File: config.mk
export PLATFORM = sky130hd
export DESIGN_NAME = cdc_dma_arb
export DESIGN_NICKNAME = d
export VERILOG_FILES = /design/src/rtl/mcd_pkg.sv /design/src/rtl/cdc_arb_wait_ctr.sv /design/src/rtl/cdc_dma_arb.sv
export SDC_FILE = /design/constraint.sdc
export NUM_CORES = 1
export LEC_CHECK = 0
export BUFFER_PORTS_ARGS = -buffer_cell sky130_fd_sc_hd__buf_2
export CAP_MARGIN = 20
export CORE_MARGIN = 2
export CORE_UTILIZATION = 43
export DETAILED_ROUTE_END_ITERATION = 7
export PLACE_DENSITY = 0.77
export SYNTH_ARGS = -nofsm -noshare
export SYNTH_HDL_FRONTEND = slang
export SYNTH_HIERARCHICAL = 1
export SYNTH_SLANG_ARGS = --single-unit
File: constraint.sdc
create_clock -name clk_asic -period 1.8 [get_ports clk_asic]
set_clock_uncertainty 0.1 [all_clocks]
set_input_delay 0.36 -clock clk_asic [delete_from_list [all_inputs] [get_ports clk_asic]]
set_output_delay 0.36 -clock clk_asic [all_outputs]
set_load 0.02 [all_outputs]
File: src/rtl/mcd_pkg.sv
// Shared types for the sub-side memory port arbiter: FSM states, owner codes
// and the 19-bit sub-bus byte address.
package mcd_pkg;

  typedef enum logic [1:0] {
    IDLE     = 2'd0,
    SUB      = 2'd1,
    DMA_WR   = 2'd2,
    DMA_DONE = 2'd3
  } arb_state_e;

  localparam logic [1:0] OWN_IDLE = 2'd0;
  localparam logic [1:0] OWN_SUB  = 2'd1;
  localparam logic [1:0] OWN_DMA  = 2'd2;

  typedef logic [18:0] sub_addr_t;

endpackage

File: src/rtl/cdc_arb_wait_ctr.sv
// Saturating count of ticks a DMA word has been deferred; raises force_grant
// once the deferral reaches MAX_WAIT so the next arbitration goes to DMA.
module cdc_arb_wait_ctr
#(
  parameter int MAX_WAIT = 6
)
(
  input  logic clk_asic,
  input  logic rst,
  input  logic sub_sync,
  input  logic dma_req,
  input  logic dma_busy,
  input  logic dma_done,
  output logic force_grant
);

  localparam int            WW       = (MAX_WAIT > 0) ? $clog2(MAX_WAIT + 1) : 1;
  localparam logic [WW-1:0] WAIT_MAX = WW'(MAX_WAIT);

  logic [WW-1:0] wait_ctr_r;

  // Counts only while the word is pending and not yet on the port
  always_ff @(negedge clk_asic) begin
    if (rst) begin
      wait_ctr_r <= {WW{1'b0}};
    end else if (sub_sync) begin
      if (dma_done || !dma_req) begin
        wait_ctr_r <= {WW{1'b0}};
      end else if (!dma_busy && (wait_ctr_r < WAIT_MAX)) begin
        wait_ctr_r <= wait_ctr_r + WW'(1);
      end else begin
        wait_ctr_r <= wait_ctr_r;
      end
    end
  end

  assign force_grant = (wait_ctr_r >= WAIT_MAX);

endmodule

File: src/rtl/cdc_dma_arb.sv
// Sub-CPU / CDC DMA arbiter for the shared 16-bit sub-side memory port.
// Optional statistics outputs (dma_words, starve_hits) under CDC_ARB_STAT_EN.
module cdc_dma_arb
  import mcd_pkg::*;
#(
  parameter int MAX_WAIT = 6,
  parameter int WR_HOLD  = 2
)
(
  input  logic        clk_asic,
  input  logic        rst,
  input  logic        sub_sync,
  input  logic        sub_req,
  input  logic        sub_we,
  input  sub_addr_t   sub_addr,
  input  logic [15:0] sub_dat,
  output logic        sub_wait,
  input  logic        dma_req,
  input  sub_addr_t   dma_addr,
  input  logic [15:0] dma_dat,
  output logic        dma_ack,
  input  logic        port_blocked,
  output sub_addr_t   mem_addr,
  output logic [15:0] mem_dat,
  output logic        mem_oe,
  output logic        mem_we,
  output logic [1:0]  owner
`ifdef CDC_ARB_STAT_EN
  ,
  output logic [15:0] dma_words,
  output logic [7:0]  starve_hits
`endif
);

  localparam int            HW       = (WR_HOLD > 1) ? $clog2(WR_HOLD) : 1;
  localparam logic [HW-1:0] HOLD_TOP = HW'(WR_HOLD - 1);

  arb_state_e    state_r, state_s;
  logic [HW-1:0] hold_r, hold_s;
  sub_addr_t     addr_r, addr_s;
  logic [15:0]   dat_r, dat_s;
  logic          oe_r, oe_s;
  logic          we_r, we_s;
  logic          ack_r, ack_s;
  logic [1:0]    owner_r, owner_s;
  logic          force_grant_s;
  logic          dma_win_s;

  cdc_arb_wait_ctr #(.MAX_WAIT(MAX_WAIT)) u_wait_ctr (
    .clk_asic    (clk_asic),
    .rst         (rst),
    .sub_sync    (sub_sync),
    .dma_req     (dma_req),
    .dma_busy    (state_r == DMA_WR),
    .dma_done    (state_r == DMA_DONE),
    .force_grant (force_grant_s)
  );

  assign dma_win_s = dma_req && !port_blocked && (!sub_req || force_grant_s);

  // Next-state and next-output decode for one sub_sync tick
  always_comb begin
    state_s = state_r;
    hold_s  = hold_r;
    addr_s  = addr_r;
    dat_s   = dat_r;
    oe_s    = oe_r;
    we_s    = we_r;
    ack_s   = 1'b0;
    owner_s = owner_r;
    case (state_r)
      IDLE: begin
        if (dma_win_s) begin
          state_s = DMA_WR;
          hold_s  = HOLD_TOP;
          addr_s  = dma_addr;
          dat_s   = dma_dat;
          oe_s    = 1'b0;
          we_s    = 1'b1;
          owner_s = OWN_DMA;
        end else if (sub_req) begin
          state_s = SUB;
          addr_s  = sub_addr;
          dat_s   = sub_dat;
          oe_s    = !sub_we;
          we_s    = sub_we;
          owner_s = OWN_SUB;
        end else begin
          oe_s    = 1'b0;
          we_s    = 1'b0;
          owner_s = OWN_IDLE;
        end
      end
      SUB: begin
        // Keep the last sub address/data latched for when the port goes idle
        addr_s = sub_addr;
        dat_s  = sub_dat;
        if (sub_req) begin
          oe_s = !sub_we;
          we_s = sub_we;
        end else begin
          state_s = IDLE;
          oe_s    = 1'b0;
          we_s    = 1'b0;
          owner_s = OWN_IDLE;
        end
      end
      DMA_WR: begin
        if (port_blocked) begin
          state_s = IDLE;
          we_s    = 1'b0;
          owner_s = OWN_IDLE;
        end else if (hold_r == {HW{1'b0}}) begin
          state_s = DMA_DONE;
          we_s    = 1'b0;
          ack_s   = 1'b1;
        end else begin
          hold_s = hold_r - HW'(1);
        end
      end
      DMA_DONE: begin
        state_s = IDLE;
        owner_s = OWN_IDLE;
      end
      default: begin
        state_s = IDLE;
        oe_s    = 1'b0;
        we_s    = 1'b0;
        owner_s = OWN_IDLE;
      end
    endcase
  end

  // State and registered port outputs, advanced only on sub_sync ticks
  always_ff @(negedge clk_asic) begin
    if (rst) begin
      state_r <= IDLE;
      hold_r  <= {HW{1'b0}};
      addr_r  <= 19'h0_0000;
      dat_r   <= 16'h0000;
      oe_r    <= 1'b0;
      we_r    <= 1'b0;
      ack_r   <= 1'b0;
      owner_r <= OWN_IDLE;
    end else if (sub_sync) begin
      state_r <= state_s;
      hold_r  <= hold_s;
      addr_r  <= addr_s;
      dat_r   <= dat_s;
      oe_r    <= oe_s;
      we_r    <= we_s;
      ack_r   <= ack_s;
      owner_r <= owner_s;
    end
  end

  // A live sub cycle drives address/data straight through
  assign mem_addr = (state_r == SUB) ? sub_addr : addr_r;
  assign mem_dat  = (state_r == SUB) ? sub_dat  : dat_r;
  assign mem_oe   = oe_r;
  assign mem_we   = we_r;
  assign dma_ack  = ack_r;
  assign owner    = owner_r;
  assign sub_wait = (state_r == DMA_WR) && sub_req;

`ifdef CDC_ARB_STAT_EN
  logic [15:0] dma_words_r;
  logic [7:0]  starve_hits_r;
  logic        starve_grant_s;

  assign starve_grant_s = (state_r == IDLE) && dma_win_s && sub_req;

  // Wrapping usage counters
  always_ff @(negedge clk_asic) begin
    if (rst) begin
      dma_words_r   <= 16'h0000;
      starve_hits_r <= 8'h00;
    end else if (sub_sync) begin
      if (ack_s) begin
        dma_words_r <= dma_words_r + 16'h0001;
      end
      if (starve_grant_s) begin
        starve_hits_r <= starve_hits_r + 8'h01;
      end
    end
  end

  assign dma_words   = dma_words_r;
  assign starve_hits = starve_hits_r;
`endif

endmodule

==> results of run 1 <==
## synthesized netlist by cell type (2+ instances only)
master     n
nand3b_1   2
mux2_2    35
nand3_1    3
ha_1       7
nand4_1    3
buf_2      8
dfxtp_1   46
a21oi_1    7
nor2b_1    3
buf_4      4
a311oi_1  35
clkbuf_1   8
o21ai_1    2
buf_6      4
nand2b_1   3
a31oi_1    2
nor2_1    40
nor3_1     2
nand2_1   75
inv_1     10
## per-layer routing
metal / track usage, % / overflow
met4: 107.7 / 141
met1: 87.75 / 2
met3: 71.47 / 2
met5: 12.88 / 0
met2: 119.2 / 336
## what timing repair did
| action | in CTS |
|---|---|
| resized for setup | 167 |
| setup buffers | 29 |
| hold buffers | 0 |
| pin swaps | 61 |
| setup endpoints to repair | 84 |
| gates cloned | 16 |
## logic make-up after synthesis
group,Yosys count,share of synthesized area [%]
buf+inv,34,6.785
flops,46,34.20
compound gates,59,18.12
simple gates,140,22.63
fa+ha+maj,7,3.253
mux,36,15.01
## stage by stage
stage	utilization, %	instance area, sq um
2_1_floorplan	-	2955
3_3_place_gp	63.26	3790
3_5_place_dp	63.26	3790
4_1_cts	87.80	5260
==> key figures, run 1 <==
Floorplanning
  • Die H: 83.13 microns
  • Rows: 28
  • Boundary Pins: around 120
  • Initial core utilization: 44.95%
  • Die Wd: 83.13 microns

Synth
  • Yosys top cell by area: dfxtp_1
  • Yosys Warn Count: 6
  • Syn Nets: approximately 400
  • Number of synthesized flops with an enable pin: 0
  • Synth Flop Type: dfxtp_1
  • Sequential area share after synthesis: about a third
  • Syn Area/Cell: between 8 and 9 sq um
  • Post-synth top area share: between 30% and 40%
  • Yosys reg bits: 46
  • Syn Inst Count: around 320
  • Synth cell types: 43
  • Synthesized area: 0.002693 sq mm
  • Ys async rst share: 0%
  • Area contributors post-synth: dfxtp_1 (34%), mux2_2 (15%), a311oi_1 (11%), nand2_1 (10%), nor2_1 (5.6%)

Clock network
  • TritonCTS Sinks: between 40 and 50
  • Num CTS Buffers: 5
  • Clk root buf: clkbuf_8
  • Bufs on Longest Clock Path: 2
  • H-tree depth: 2

Outcome
  • Last stage reached: global routing (5_1_grt)
  • First error: [ERROR GRT-0232] Routing congestion too high. Check the congestion heatmap in the GUI.
  • Status: did not finish

Global route
  • Total global-route track usage: 94.01%
  • Initial antenna violation count: 3
  • Largest net degree at the start of global routing: 27
  • Grt total ovfl: 481

STA
  • WEP type: output port
  • Grt repair worst endpoint: mem_dat[0]

Place
  • Dpl hpwl: 5817 microns
  • GPL Wtd Cong: 0.8339
  • Port Buf Inserts: between 100 and 150
  • Placed Cells: 527
  • Setup slack at placement: -0.8152 ns
==> inputs of run 2 (changes only) <==
--- a/config.mk
+++ b/config.mk
@@ -8,9 +8,9 @@
 export BUFFER_PORTS_ARGS = -buffer_cell sky130_fd_sc_hd__buf_2
 export CAP_MARGIN = 20
 export CORE_MARGIN = 2
-export CORE_UTILIZATION = 43
+export CORE_UTILIZATION = 35
 export DETAILED_ROUTE_END_ITERATION = 7
-export PLACE_DENSITY = 0.77
+export PLACE_DENSITY_LB_ADDON = 0.15
 export SYNTH_ARGS = -nofsm -noshare
 export SYNTH_HDL_FRONTEND = slang
 export SYNTH_HIERARCHICAL = 1
==> constraint.sdc (replaced) <==
create_clock -name clk_asic -period 2.3 [get_ports clk_asic]
set_clock_uncertainty 0.1 [all_clocks]
set_input_delay 0.46 -clock clk_asic [delete_from_list [all_inputs] [get_ports clk_asic]]
set_output_delay 0.46 -clock clk_asic [all_outputs]
set_load 0.02 [all_outputs]
==> run 2 against run 1 <==
Compared with the run above:
- the flow now finishes, with violations (setup timing)
- synthesized cell count unchanged
- synthesized area unchanged
==> key figures, run 2 <==
Synth
  • Yosys reg bits: 46 (unchanged)
  • Syn Inst Count: 322 (unchanged)
  • Most common cell in the netlist: nand2_1
  • Yosys top cell by area: dfxtp_1
  • Top cells by instance count after synthesis: nand2_1 (75), dfxtp_1 (46), nor2_1 (40)
  • Syn Area/Cell: 8.362 sq um (unchanged)
  • Number of synthesized flops with an enable pin: 0 (unchanged)
  • Post-synth top area share: 34.20% (unchanged)
  • Ys async rst share: 0% (unchanged)
  • Synth cell types: 43 (unchanged)
  • Sequential area share after synthesis: 34.20% (unchanged)
  • Synth Flop Type: dfxtp_1
  • Synthesized area: 0.002693 sq mm (unchanged)
  • Yosys Warn Count: 6 (unchanged)
  • Area contributors post-synth: dfxtp_1 (34%), mux2_2 (15%), a311oi_1 (11%), nand2_1 (10%), nor2_1 (5.6%)
  • Syn Nets: 406 (unchanged)

Floorplanning
  • Initial core utilization: 36.54% (-8.4 points)
  • Boundary Pins: 118 (unchanged)
  • Die H: 91.71 microns (+10%)
  • Die Wd: 91.71 microns (+10%)
  • Full die area: 0.008411 sq mm
  • Core area: ~0.0074 sq mm
  • Rows: 31 (+11%)

Global route
  • Initial antenna violation count: 0
  • Global-route wire length before repair: 15,340 microns
  • Grt total ovfl: 0
  • Largest net degree at the start of global routing: 23
  • Vias in the first global route: approximately 3,300
  • Total global-route track usage: approximately 22%

Layout
  • Layout net count: 608
  • Multi-input gate area: around 0.0022 sq mm
  • Largest regs: addr_r: 19 flops, dat_r: 16 flops, u_wait_ctr/wait_ctr_r: 3 flops
  • Register area: just over 900 sq um
  • Diode count: 0
  • Non-filler cells, final: roughly 620
  • Max reg flops: 19
  • Most frequent cells in the layout: buf_2 (97), inv_1 (51), dfxtp_1 (39)
  • Filler cells: roughly 600
  • Top reg by flops: addr_r
  • Layout cell share with drive strength beyond 1: a little over three fifths
  • Area Overhead vs Synth: 88.99%
  • Final core utilization: 69.05%
  • Commonest non-fill, non-tap cell in the layout: buf_2

Route
  • DRT Wirelength: approximately 10000 microns
  • DRT antenna net count: 0
  • Residual DRC count: 0
  • Routed via count: approximately 3,200
  • Starting DRT DRC Count: 68
  • Routed len/inst: 15.70 microns
  • DR vias/cell: just over 5
  • Drt first pass iters: 4

Clock network
  • Bufs on Longest Clock Path: 2 (unchanged)
  • TritonCTS Sinks: 46 (unchanged)
  • Clk root buf: clkbuf_8
  • TritonCTS clock tree: yes
  • H-tree depth: 2 (unchanged)
  • Worst skew pair latency: around 0.37 ns
  • CTS clock-pin slew for the worst setup and hold paths: 0.05 ns
  • Num CTS Buffers: 5 (unchanged)

STA
  • Rel. slew slack: between 70% and 80%
  • Final hold vios: 0
  • Slew Viols, Final: 0
  • Unrepaired setup endpoints after global routing: yes
  • Setup ws final: -1.014 ns
  • Worst-Margin Slew: between 0.3 and 0.4 ns
  • Endpoints failing setup: 83

Setup path
  • CP max FO: 17
  • Crit end category: output pin
  • Worst EP required: approximately 1.7 ns
  • Crit path cell chain: inv_2, ha_4, buf_12, mux2_2, buf_2
  • Biggest cell delay along the critical path: between 0.3 and 0.4 ns
  • WS Path Type: flip-flop to output pin
  • Crit start category: flip-flop
  • Slowest cell on the critical path: mux2_2
  • WP data arrival: 2.75 ns

Place
  • Port Buf Inserts: 117 (unchanged)
  • Placed Cells: 549 (+4.2%)
  • GPL Wtd Cong: 0.8113 (-2.7%)
  • Dpl hpwl: 5561 microns (-4.4%)

Outcome
  • Failing checks: setup timing
  • Status: finished, violations left

Worst hold path
  • Hold crit path type: flip-flop to flip-flop

Power and ir drop
  • VDD IR max: between 0.0003 and 0.0004 V
  • Lkg Pwr: 2.460 nW
  • Cell Pwr Density: approximately 620 mW/mm^2

Flow run
  • Max-cap viol count: 0
==> run 2: cell counts after synthesis <==
Identical to the previous run, type by type.
==> run 2: layer usage <==
layer  part of all wire (%)  global-route usage (%)  routed length (microns)
met5                      0                       0                        0
met4                    1.7                   8.582                      164
met3                    6.1                   5.670                      596
met2                     51                   38.97                     4977
met1                     41                   26.27                     4061
==> run 2: where the power goes <==
part	total, W	internal, W	switching, W
Clock	0.000829	0.000318	0.000511
Combinational	0.00136	0.000705	0.000656
Sequential	0.000948	0.000896	0.0000524
Total	0.00314	0.00192	0.00122
==> run 2: repair_timing <==
action / CTS / global route
hold buffers: 0 / 0
buffers inserted: 13 / 6
pin swaps: 52 / 35
gates cloned: 12 / 0
hold endpoints to repair: 0 / 0
setup endpoints to repair: 83 / 83
gates resized for setup: 105 / 91
==> run 2: worst max-delay path: cells and delay by family, from the launching register on <==
| kind | cells | cell delay (ns) |
|---|---|---|
| flops | 1 | 0.32 |
| mux | 1 | 0.34 |
| buf+inv | 3 | 0.41 |
| fa+ha+maj | 1 | 0.16 |
==> run 2: logic make-up (layout without fill, tap and decap cells) <==
kind of cell    Yosys count  after routing  synth area share, %
buf+inv                  34            237                6.785
mux                      36             36                15.01
compound gates           59             59                18.12
fa+ha+maj                 7              7                3.253
flops                    46             46                34.20
simple gates            140            140                22.63
==> run 2: path summary, 6_finish.rpt <==
check                   from      endpoint  slack, ns  cells past startpoint
hold / removal      owner[0]      owner[0]       0.37                      2
setup / recovery  state_r[1]  mem_addr[18]      -1.01                      5
setup reg to reg  state_r[1]     dat_r[12]       0.01                     11
hold reg to reg     owner[0]      owner[0]       0.37                      2
==> run 2: layout make-up <==
class	count	share of cell area [%]
clock buffers	5	1.352
clock inverters	49	3.762
inverters	8	0.6393
multi-input cells	242	43.99
flip-flops and latches	46	18.32
well taps	99	2.434
repair buffers	175	29.51
==> run 2: per-stage QoR <==
step / TNS (ns) / area, sq um / power [W] / hold slack (ns) / setup WS (ns)
floorplan: -39.84 / 2932 / 0.001773 / 0.3652 / -0.5910
global placement: -45.15 / 3800 / 0.002083 / 0.3444 / -0.6139
detailed placement: -45.88 / 3800 / 0.002093 / 0.3499 / -0.6278
CTS: -47.69 / 4821 / 0.003036 / 0.3691 / -1.024
global route: -54.05 / 5089 / 0.003344 / 0.3935 / -1.094
finish: -50.24 / 5089 / 0.003139 / 0.3653 / -1.014
No activity file was read; power rests on OpenSTA's default activity.
